### src/rtl/uart_rx_fifo.sv
// uart_rx_fifo: byte buffer between the RS232 receiver and the command processor.
// Captures each received byte on the single-cycle strobe and stores it in a circular FIFO.
// Presents bytes first-word-fall-through on a valid/ready port.
// Drops framing-error bytes, counting them in a saturating counter.
// Records a sticky overflow flag when a byte arrives while the FIFO is full.
// Optional flow control: define UART_RX_FIFO_FLOW_CTRL_EN to drive rts_hold from occupancy
// with one entry of hysteresis. Without it, rts_hold is tied low.
module uart_rx_fifo #(
   parameter int unsigned DEPTH        = 16,
   parameter int unsigned AF_THRESHOLD = 12
) (
   input  logic                     clk,
   input  logic                     rst,
   input  logic [7:0]               in_data,
   input  logic                     in_valid,
   input  logic                     in_error,
   output logic [7:0]               out_data,
   output logic                     out_valid,
   input  logic                     out_ready,
   output logic [$clog2(DEPTH):0]   count,
   output logic                     overflow,
   input  logic                     clear_overflow,
   output logic [7:0]               error_count,
   output logic                     rts_hold
);

   localparam int unsigned AW = $clog2(DEPTH);
   localparam int unsigned CW = AW + 1;
   localparam logic [CW-1:0] FULL_COUNT = CW'(DEPTH);

   // Reject configurations the pointer arithmetic and hysteresis cannot support.
   if (DEPTH < 4 || (DEPTH & (DEPTH - 1)) != 0) begin : g_bad_depth
      $error("uart_rx_fifo: DEPTH must be a power of two and at least 4");
   end
   if (AF_THRESHOLD < 1 || AF_THRESHOLD > DEPTH) begin : g_bad_af
      $error("uart_rx_fifo: AF_THRESHOLD must lie in 1..DEPTH");
   end

   logic [7:0]    r_mem [DEPTH];
   logic [AW-1:0] r_wp;
   logic [AW-1:0] r_rp;
   logic [CW-1:0] r_count;
   logic          r_overflow;
   logic [7:0]    r_error_count;

   logic          w_full;
   logic          w_good_byte;
   logic          w_bad_byte;
   logic          w_pop;
   logic          w_push;
   logic          w_drop_full;
   logic [CW-1:0] w_count_next;

   // Handshake decode; a pop at full frees the slot the simultaneous push needs.
   always_comb begin
      w_full       = (r_count == FULL_COUNT);
      w_good_byte  = in_valid & ~in_error;
      w_bad_byte   = in_valid & in_error;
      w_pop        = out_valid & out_ready;
      w_push       = w_good_byte & (~w_full | w_pop);
      w_drop_full  = w_good_byte & w_full & ~w_pop;
      w_count_next = r_count;
      if (w_push && !w_pop) begin
         w_count_next = r_count + 1'b1;
      end else if (w_pop && !w_push) begin
         w_count_next = r_count - 1'b1;
      end
   end

   // Storage array; deliberately not reset, contents are don't-care while empty.
   always_ff @(posedge clk) begin
      if (w_push) begin
         r_mem[r_wp] <= in_data;
      end
   end

   // Pointers and occupancy; pointers wrap naturally since DEPTH is a power of two.
   always_ff @(posedge clk or posedge rst) begin
      if (rst) begin
         r_wp    <= '0;
         r_rp    <= '0;
         r_count <= '0;
      end else begin
         if (w_push) begin
            r_wp <= r_wp + 1'b1;
         end
         if (w_pop) begin
            r_rp <= r_rp + 1'b1;
         end
         r_count <= w_count_next;
      end
   end

   // Sticky overflow flag; a new drop outranks a same-cycle clear.
   always_ff @(posedge clk or posedge rst) begin
      if (rst) begin
         r_overflow <= 1'b0;
      end else if (w_drop_full) begin
         r_overflow <= 1'b1;
      end else if (clear_overflow) begin
         r_overflow <= 1'b0;
      end
   end

   // Saturating count of bytes discarded for receive errors.
   always_ff @(posedge clk or posedge rst) begin
      if (rst) begin
         r_error_count <= '0;
      end else if (w_bad_byte && r_error_count != 8'hFF) begin
         r_error_count <= r_error_count + 1'b1;
      end
   end

`ifdef UART_RX_FIFO_FLOW_CTRL_EN
   localparam logic [CW-1:0] AF_HI = CW'(AF_THRESHOLD);
   localparam logic [CW-1:0] AF_LO = CW'(AF_THRESHOLD - 1);

   logic r_rts;
   logic w_rts_next;

   // Hysteresis: set at threshold, release one entry below it (or at empty for threshold 1).
   always_comb begin
      w_rts_next = r_rts;
      if (w_count_next >= AF_HI) begin
         w_rts_next = 1'b1;
      end else if (w_count_next < AF_LO || w_count_next == '0) begin
         w_rts_next = 1'b0;
      end
   end

   // Register the hold so it tracks occupancy after each edge.
   always_ff @(posedge clk or posedge rst) begin
      if (rst) begin
         r_rts <= 1'b0;
      end else begin
         r_rts <= w_rts_next;
      end
   end

   assign rts_hold = r_rts;
`else
   assign rts_hold = 1'b0;
`endif

   assign out_data    = r_mem[r_rp];
   assign out_valid   = (r_count != '0);
   assign count       = r_count;
   assign overflow    = r_overflow;
   assign error_count = r_error_count;

endmodule

### config.mk
export PLATFORM = sky130hd
export DESIGN_NAME = uart_rx_fifo
export DESIGN_NICKNAME = d
export VERILOG_FILES = /design/src/rtl/uart_rx_fifo.sv
export SDC_FILE = /design/constraint.sdc
export NUM_CORES = 1
export LEC_CHECK = 0
export CAP_MARGIN = 5
export CORE_ASPECT_RATIO = 0.75
export CORE_MARGIN = 2
export CORE_UTILIZATION = 62
export DETAILED_ROUTE_END_ITERATION = 10
export GPL_TIMING_DRIVEN = 0
export HOLD_SLACK_MARGIN = 0.06
export PLACE_DENSITY_LB_ADDON = 0.2
export SETUP_SLACK_MARGIN = 0.3
export SYNTH_ARGS = -nofsm -noshare
export SYNTH_HDL_FRONTEND = slang
export SYNTH_SLANG_ARGS = --single-unit
### constraint.sdc
create_clock -name clk -period 3.95 [get_ports clk]
set_input_delay 1.185 -clock clk [delete_from_list [all_inputs] [get_ports clk]]
set_output_delay 1.185 -clock clk [all_outputs]
set_load 0.01 [all_outputs]
## After elaboration in Yosys (flattened, before gate mapping)

Memory sizes are Yosys's and may differ from the RTL's.
Index checks and enable logic that the tools add are counted.

- Add/sub/neg operators: 5
- Equality and inequality tests: 2
- Mux-type cells: 6
- Bitwise operators: 10
- Reduce and logical (&&, ||, !) cells: 8

Operators by type and width:

| cell | count |
|---|---|
| two-way mux 5 bit | 2 |
| adder 4 x 1 -> 4 bit (second input constant) | 2 |
| adder 8 x 1 -> 8 bit (second input constant) | 1 |
| != test 8 bit (second input constant) | 1 |
| bitwise AND 1 bit | 6 |
| adder 5 x 1 -> 5 bit (second input constant) | 1 |
| equality test 5 bit (second input constant) | 1 |
| nonzero test 5 bit | 1 |
| subtractor 5 x 1 -> 5 bit (second input constant) | 1 |
| two-way mux 1 bit | 4 |
| nonzero test 2 bit | 2 |
| logical AND 1 bit | 3 |
| NOT 1 bit | 3 |
| logical NOT 1 bit | 2 |
| OR 1 bit | 1 |

- Register bits after elaboration: 22
- Bits in writable memories: 128
- Input port bits: 14
- Output and inout bits: 24
- Word-level logic and storage cells: 37
- Memories: 1

Memory list:

| name | depth | width | read ports | clocked after memory_dff | write ports | line | source |
|---|---|---|---|---|---|---|---|
| r_mem | 16 | 8 | 1 | 0 | 1 | 39 | `logic [7:0] r_mem [DEPTH];` |

## Logic depth before layout (Yosys ltp)

Gate-level depths: netlist of the first run.

- Word-level depth: 8
- Depth in mapped cells: 11

## Least setup slack after synthesis of the first run

Ideal clock, no wire load.

- Path type: input port to flip-flop
- Start: input port in_error
- End: register r_count[4] (netlist: count[4])
- Data arrival time: 2.936 ns
- Setup slack: 0.934 ns
- Cell stages on the path: 10
- Buffers on the path: 0
- Cell sequence: nand2b_1 nand2b_2 inv_4 ha_1 inv_1 fa_1 a21o_1 a21oi_1 mux2i_1 xnor2_1

- Word-level cells in the longest chain between the ends: 6
- Elaborated cells between the ends (all ways): 8
- Classes of those cells: mux (1); bitwise (3); reduce/logical (4)

Ends and longest elaborated chain:

| element | line | source |
|---|---|---|
| from (decl) | 16 | `input logic in_error,` |
| NOT 1 bit * | 57 | `w_good_byte = in_valid & ~in_error;` |
| bitwise AND 1 bit * | 57 |  |
| bitwise AND 1 bit * | 60 | `w_push = w_good_byte & (~w_full \| w_pop);` |
| named net w_push | 50 | `logic w_push;` |
| logical NOT 1 bit | 65 | `end else if (w_pop && !w_push) begin` |
| logical AND 1 bit | 65 |  |
| nonzero test 2 bit (no source line) | n/a |  |
| to (signal assigned) | 90 | `r_count <= w_count_next;` |
| to (decl) | 42 | `logic [CW-1:0] r_count;` |

The timed path passes the listed nets; every way through them passes the cells marked *.
A chain may end at the register's enable or synchronous reset.

## Worst setup path in the final report of the first run

- Start: register r_rp[2]
- End: output port out_data[6]

- Word-level cells in the longest chain between the ends: 1

Ends and longest elaborated chain:

| element | line | source |
|---|---|---|
| from (decl) | 41 | `logic [AW-1:0] r_rp;` |
| from (signal assigned) | 88 | `r_rp <= r_rp + 1'b1;` |
| memory read (16 x 8 bit) | n/a |  |
| to (decl) | 17 | `output logic [7:0] out_data,` |

Every way passes these cells.

==> tab_implementation.tex, run 1 <==
\begin{tabular}{lr}
\hline
Metric & Value \\
\hline
\multicolumn{2}{l}{\textbf{Timing}} \\
Final number of setup-violating endpoints & 0 \\
Max-slew violation count & 0 \\
Max frequency & 0.284 GHz \\
Final-layout worst hold slack & roughly 0.50 ns \\
Post-route minimum period & 3.53 ns \\
Post-layout worst setup margin & 0.424 ns \\
RSZ-0062 raised after global routing & no \\
Worst relative slew slack & 35.4\% \\
Fin crit share & 89.3\% \\
Max Clock Skew & 0.0148 ns \\
Final hold viol count & 0 \\
Pin slew with the least headroom to its limit & 0.966 ns \\
\multicolumn{2}{l}{\textbf{Clocking}} \\
Htree depth & 4 \\
Latest clock arrival within the worst-skew pair & 0.42 ns \\
Quantity of hold-fixing buffers added after cts & 0 \\
Clock transition at the register clock pins on the worst setup and hold paths after CTS & about 0.06 ns \\
Number of buffers inserted during clock tree synthesis & 17 \\
Max Root-Sink Buffers & 2 \\
Clock tree from TritonCTS & built \\
\# clock sinks & 150 \\
CTS root buffer & clkbuf\_16 \\
\multicolumn{2}{l}{\textbf{Setup path}} \\
Critical Path Fanout Max & 10 \\
Critical path class & flop to output port \\
Crit path arrival time & 2.34 ns \\
Data required time at the worst endpoint & roughly 2.8 ns \\
Critical Path Sink Type & output port \\
Startpoint type of the worst setup path & flop \\
\multicolumn{2}{l}{\textbf{Finish}} \\
Commonest cells after routing, fill and taps aside & 128 x edfxtp\_1, 33 x mux2i\_1, 28 x clkdlybuf4s50\_1 \\
Number of antenna diodes & 0 \\
Area growth from synthesis to layout & 23.7\% \\
Share of cells above drive strength 1 & 22.7\% \\
Most common cell after layout, fill and taps aside & edfxtp\_1 \\
Number of nets in the layout & 443 \\
Number of fill cells in the layout & 517 \\
Summed area of non-filler cells in the final layout & 7670 sq um \\
\multicolumn{2}{l}{\textbf{Global routing}} \\
Overflow after GRT & 0 \\
Via count of the first global-routing pass & 3568 \\
Antenna violations before repair & 0 \\
Overall track demand over capacity in global routing & between 20\% and 30\% \\
First-pass GRT wire length & $\sim$21 mm \\
Largest net degree at the start of global routing & 23 \\
\multicolumn{2}{l}{\textbf{Yosys}} \\
Gate count of the mapped netlist & $\sim$360 \\
Mean Syn Cell Area & 17.4 sq um \\
Cell area after technology mapping & about 6200 sq um \\
Register area share after synthesis & between 70\% and 80\% \\
Simple logic cell fraction of the synthesized area & 4.66\% \\
Number of flip-flops and latches in the synthesized netlist & 150 \\
Post-Synth XOR/XNOR Area & 2.40\% \\
Multiplexer share of the synthesized area & 11.7\% \\
Syn Nets & 381 \\
Number of distinct library cells after synthesis & 42 \\
Dominant register cell in the synthesized netlist & edfxtp\_1 \\
Adder-cell share of the synthesized area & 2.34\% \\
Share of synthesized registers carrying an async set or reset & 14.7\% \\
EDFF count, synth & 128 \\
Main combinational cell family by area after synthesis & multiplexers \\
Share of the synthesized area in compound gates (AO/OA/AOI/OAI) & about 5\% \\
Warnings, synthesis & 0 \\
\multicolumn{2}{l}{\textbf{Die}} \\
Starting Density & between 60\% and 70\% \\
Row cnt & 31 \\
Core area & 9700 sq um \\
Area of the die & 10800 sq um \\
I/O Pins & 38 \\
Horizontal die dimension & 119 um \\
Overall die height & 90.6 um \\
\multicolumn{2}{l}{\textbf{Status}} \\
Result of the run & finished clean \\
\multicolumn{2}{l}{\textbf{Routing}} \\
TritonRoute pass-1 iters & 5 \\
Number of violations reported at the end of detailed-routing iteration 0 & 266 \\
Sum of routed wire length over all layers & 13.7 mm \\
Remaining antenna violation count after routing & 0 \\
DRC Markers & 0 \\
Detailed-route via count & 3507 \\
Routed WL per cell & 24.3 um \\
Number of vias per cell after detailed routing & 6.23 \\
\multicolumn{2}{l}{\textbf{Run}} \\
Maxcap violations & 0 \\
\multicolumn{2}{l}{\textbf{Pwr}} \\
Combinational share of power & between 30\% and 40\% \\
Proportion of power drawn by the clock network & 28.4\% \\
Switching part of the total & 32.9\% \\
Standby leakage power & 2.74 nW \\
Sequential share of power & 34.2\% \\
Switch Pwr & 1.94 mW \\
Power per standard cell area & roughly 770 nW/um\^{}2 \\
Internal power contribution & 3.95 mW \\
VDD IR max & around 0.55 mV \\
\multicolumn{2}{l}{\textbf{Placement}} \\
Pre-CTS setup slack & about 0.19 ns \\
Port bufs & 36 \\
Routability congestion estimate from global placement & roughly 0.80 \\
DP Area & between 6000 and 7000 sq um \\
Half-perimeter wire length of the detailed placement result & 8.11 mm \\
\multicolumn{2}{l}{\textbf{Worst hold path}} \\
Worst hold path type & flop to flop \\
\hline
\end{tabular}
==> flip-flops by register name (all words and copies together), names as in the netlist <==
register	flops
count	5
error_count	8
overflow	1
r_mem	128
r_rp	4
r_wp	4
==> critical path: stages, from the launching register on <==
cell           delay, ns
dfrtp_1             0.40
buf_6               0.15
and2_4              0.15
buf_6               0.14
buf_6               0.18
a221oi_4            0.36
o21ai_0             0.14
nand2_1             0.11
dlygate4sd2_1       0.28
==> worst paths after layout <==
kind / from / endpoint / slack, ns / cells after the start
worst max-delay path: r_rp[2]$_DFFE_PP0N_ / out_data[6] / 0.42 / 8
worst min-delay path: error_count[6]$_DFFE_PP0P_ / error_count[6]$_DFFE_PP0P_ / 0.50 / 1
worst max register to register: count[0]$_DFFE_PP0P_ / count[4]$_DFFE_PP0P_ / 1.11 / 10
worst min register to register: error_count[6]$_DFFE_PP0P_ / error_count[6]$_DFFE_PP0P_ / 0.50 / 1
max in group asynchronous: rst / error_count[4]$_DFFE_PP0P_ / 2.15 / 2
min in group asynchronous: rst / r_wp[2]$_DFFE_PP0P_ / 1.25 / 2
==> area by class of cell <==
class / instances / area (sq um) / area share, %
Buffer: 18 / 181 / 2.36
Clock buffer: 17 / 425 / 5.54
Clock inverter: 15 / 186 / 2.43
Inverter: 12 / 51.3 / 0.669
Multi-Input combinational cell: 176 / 1850 / 24.1
Sequential cell: 150 / 4390 / 57.3
Tap cell: 132 / 165 / 2.15
Timing Repair Buffer: 43 / 418 / 5.45
==> cell families (layout without fill, tap and decap cells) <==
logic type,count (synthesis),count (layout)
muxes,52,52
other,1,1
and+or+nand+nor,54,54
buffers and inverters,30,105
AOI/OAI and AO/OA,41,41
adders and majority gates,11,11
DFF,150,150
xor gates and xnor gates,17,17
==> power by group through the flow <==
| stage | logic [mW] | clock network (mW) | registers, mW |
|---|---|---|---|
| floorplan | 1.17 | 0 | 2.04 |
| global placement | 1.83 | 0 | 2.03 |
| detailed placement | 1.88 | 0 | 2.04 |
| CTS | 2.11 | 1.68 | 2.01 |
| global route | 2.35 | 1.75 | 2.03 |
| finish | 2.21 | 1.67 | 2.02 |
==> through the flow <==
step	power, mW	setup TNS, ns	utilization, %	cells
2_1_floorplan	3.21	0	-	356
5_1_grt	6.13	0	79.1	563
3_5_place_dp	3.92	0	69.9	528
6_report	5.89	0	79.1	563
3_3_place_gp	3.86	-1.13	69.4	524
4_1_cts	5.80	0	78.3	563
==> cells in the mapped netlist (2+ instances only) <==
cell / number / area [sq um]
xnor2_1: 15 / 131
a21o_1: 2 / 15.0
a221oi_1: 15 / 131
xor2_1: 2 / 17.5
clkbuf_1: 5 / 18.8
mux4_2: 16 / 360
edfxtp_1: 128 / 3840
nand4_1: 5 / 31.3
ha_1: 10 / 125
mux2i_1: 33 / 330
mux2_2: 3 / 33.8
inv_1: 11 / 41.3
nor4_1: 4 / 25.0
nand2_1: 15 / 56.3
a22oi_1: 8 / 60.1
nand3_1: 4 / 20.0
o21ai_0: 11 / 55.1
and3_1: 2 / 12.5
a21oi_1: 2 / 10.0
and2_1: 4 / 25.0
nor2_1: 10 / 37.5
buf_4: 4 / 30.0
dfrtp_1: 22 / 551
buf_6: 7 / 78.8
==> routing by layer <==
metal  GRT usage, %  wire length, um  vias to the layer above
met5              0                0                        -
li1               -                -                     1522
met2           40.0             6600                      174
met1           39.5             5880                     1778
met3           7.77              920                       33
met4           8.53              305                        0
==> timing repair <==
action | 4_1_cts | 5_1_grt
cloned | 0 | 0
resized for setup | 33 | 16
pin swaps | 5 | 4
endpoints found under the setup margin | 8 | 4
buffers inserted | 3 | 0
Power figures use the tool's default switching activity.
==> run 2: changes to the inputs <==
--- a/config.mk
+++ b/config.mk
@@ -7,7 +7,6 @@
 export LEC_CHECK = 0
 export CAP_MARGIN = 5
 export CORE_ASPECT_RATIO = 0.75
-export CORE_MARGIN = 2
 export CORE_UTILIZATION = 62
 export DETAILED_ROUTE_END_ITERATION = 10
 export GPL_TIMING_DRIVEN = 0
==> run 2 against run 1 <==
Net effect: critical path depth unchanged; utilization decreased by 0.15 points; cell count increased by 0.36%; critical endpoint is now out_data[7].
==> tab_implementation.tex, run 2 (synthesis gave the netlist of run 1 again) <==
\begin{tabular}{lr}
\hline
Metric & Value \\
\hline
\multicolumn{2}{l}{\textbf{Pwr}} \\
VDD IR max & 0.599 mV (+8.6\%) \\
Post-layout power & 5.85 mW (-0.80\%) \\
Standby leakage power & 2.70 nW (-1.4\%) \\
Power per standard cell area & 763 nW/um\^{}2 (-0.61\%) \\
\multicolumn{2}{l}{\textbf{Clocking}} \\
Number of buffers inserted during clock tree synthesis & 17 (unchanged) \\
Max Root-Sink Buffers & 2 (unchanged) \\
\# clock sinks & 150 (unchanged) \\
Clock transition at the register clock pins on the worst setup and hold paths after CTS & 0.06 ns (about the same) \\
CTS root buffer & clkbuf\_16 \\
Clock tree from TritonCTS & built \\
Htree depth & 4 (unchanged) \\
Latest clock arrival within the worst-skew pair & 0.42 ns (about the same) \\
\multicolumn{2}{l}{\textbf{Timing}} \\
Pin slew with the least headroom to its limit & 0.907 ns (-0.0587 ns) \\
Final hold viol count & 0 (unchanged) \\
Final number of setup-violating endpoints & 0 (unchanged) \\
Fin crit share & 93.6\% (+4.3 points) \\
Worst relative slew slack & 39.4\% (+4.1 points) \\
Max-slew violation count & 0 (unchanged) \\
Total Neg Setup Slack & 0 ns (unchanged) \\
RSZ-0062 raised after global routing & yes \\
Post-route minimum period & 3.70 ns (+0.171 ns) \\
Max frequency & 0.270 GHz (-4.6\%) \\
Max Clock Skew & 0.00514 ns (-0.00968 ns) \\
Final-layout worst hold slack & 0.509 ns (+0.0101 ns) \\
\multicolumn{2}{l}{\textbf{Global routing}} \\
Overflow after GRT & 0 (unchanged) \\
First-pass GRT wire length & 20.2 mm (-3.5\%) \\
Overall track demand over capacity in global routing & 28.2\% (+1.2 points) \\
Antenna violations before repair & 0 (unchanged) \\
Largest net degree at the start of global routing & 23 (unchanged) \\
Met3 routing resource usage after global routing & 7.02\% (-0.74 points) \\
Met1 track demand over resource in global routing & 36.1\% (-3.4 points) \\
Global routing usage on met2 & 46.4\% (+6.4 points) \\
Most Used Layer, Global Route & met2 \\
Via count of the first global-routing pass & 3468 (-2.8\%) \\
\multicolumn{2}{l}{\textbf{Finish}} \\
Number of standard cells in the layout, taps in and fillers out & 565 (+0.36\%) \\
Largest register by flop count & r\_mem \\
Number of antenna diodes & 0 (unchanged) \\
Commonest cells after routing, fill and taps aside & 128 x edfxtp\_1, 32 x mux2i\_1, 29 x clkdlybuf4s50\_1 \\
Most common cell after layout, fill and taps aside & edfxtp\_1 \\
Flip-flop count of the largest register after layout & 128 (unchanged) \\
Number of nets in the layout & 445 (+0.45\%) \\
Share of cells above drive strength 1 & 23.6\% (+0.82 points) \\
Area growth from synthesis to layout & 23.5\% \\
\multicolumn{2}{l}{\textbf{Setup path}} \\
Critical Path Sink Type & output port \\
Critical Path Fanout Max & 10 (unchanged) \\
Critical path class & flop to output port \\
Crit path arrival time & 2.51 ns (+0.17 ns) \\
Data required time at the worst endpoint & 2.76 ns (about the same) \\
Startpoint type of the worst setup path & flop \\
\multicolumn{2}{l}{\textbf{Routing}} \\
Routed WL per cell & 24.2 um (-0.52\%) \\
Detailed-route via count & 3486 (-0.60\%) \\
Number of violations reported at the end of detailed-routing iteration 0 & 313 (+18\%) \\
DRC Markers & 0 (unchanged) \\
TritonRoute pass-1 iters & 5 (unchanged) \\
Number of vias per cell after detailed routing & 6.17 (-0.95\%) \\
Remaining antenna violation count after routing & 0 (unchanged) \\
Sum of routed wire length over all layers & 13.7 mm (-0.17\%) \\
\multicolumn{2}{l}{\textbf{Status}} \\
Result of the run & finished clean \\
\multicolumn{2}{l}{\textbf{Placement}} \\
Port bufs & 36 (unchanged) \\
Routability congestion estimate from global placement & 0.758 (-5.3\%) \\
Number of cells in the design after placement & 528 (unchanged) \\
Half-perimeter wire length of the detailed placement result & 8.12 mm (+0.17\%) \\
\multicolumn{2}{l}{\textbf{Die}} \\
Core area & 9700 sq um (unchanged) \\
I/O Pins & 38 (unchanged) \\
Row cnt & 31 (unchanged) \\
Starting Density & 64.0\% (unchanged) \\
Horizontal die dimension & 117 um (-1.7\%) \\
Overall die height & 88.6 um (-2.2\%) \\
Area of the die & 10400 sq um (-3.8\%) \\
\multicolumn{2}{l}{\textbf{Worst hold path}} \\
Worst hold path type & flop to flop \\
\multicolumn{2}{l}{\textbf{Run}} \\
Maxcap violations & 0 (unchanged) \\
\hline
\end{tabular}
==> run 2: final timing paths <==
path | from | endpoint | slack (ns) | depth (start not counted)
setup / recovery | r_rp[2]$_DFFE_PP0N_ | out_data[7] | 0.25 | 8
hold / removal | error_count[0]$_DFFE_PP0P_ | error_count[0]$_DFFE_PP0P_ | 0.51 | 1
setup reg to reg | count[0]$_DFFE_PP0P_ | count[4]$_DFFE_PP0P_ | 1.15 | 11
hold reg to reg | error_count[0]$_DFFE_PP0P_ | error_count[0]$_DFFE_PP0P_ | 0.51 | 1
max in group asynchronous | rst | error_count[3]$_DFFE_PP0P_ | 2.14 | 2
min in group asynchronous | rst | overflow$_DFFE_PP0P_ | 1.26 | 2
==> run 2: power breakdown <==
part | switching [mW] | internal [mW] | total (mW)
Clock | 0.644 | 0.993 | 1.64
Combinational | 1.19 | 1.00 | 2.20
Sequential | 0.123 | 1.89 | 2.01
==> run 2: per-layer routing <==
metal  up-vias  wire length (um)
li1       1529                 -
met1      1758              5340
met2       163              6830
met3        36              1140
met4         0               377
met5         -                 0
==> run 2: cell type report <==
type / instances / area, sq um
clock buffers: 17 / 425
clock inverters: 15 / 181
fillers: 521 / 2040
repair buffers: 45 / 423
multi-input cells: 176 / 1860
plain buffers: 18 / 163
inverters: 12 / 51.3
flip-flops and latches: 150 / 4390
well taps: 132 / 165
==> run 2: critical path: stages, from the launching register on <==
cell and delay, ns:
dfrtp_1 0.38, buf_6 0.14, and2_4 0.16, buf_6 0.15
buf_6 0.18, a221oi_4 0.32, o21ai_0 0.13, nand2_1 0.08
clkdlybuf4s50_1 0.54
==> run 2: through the flow <==
stage,setup WS (ns),area (sq um),util (%)
floorplan,0.934,6200,-
global placement,0.124,6730,69.4
detailed placement,0.229,6780,69.9
CTS,0.270,7620,78.6
global route,0.197,7660,79.0
finish,0.253,7660,79.0
==> run 2: repair_timing <==
action / 4_1_cts / 5_1_grt
endpoints found under the setup margin: 8 / 2
gates resized for setup: 36 / 6
pin swaps: 7 / 0
setup buffers: 5 / 0
hold endpoints to repair: 0 / 0
hold buffers: 0 / 0
gates cloned: 0 / 0
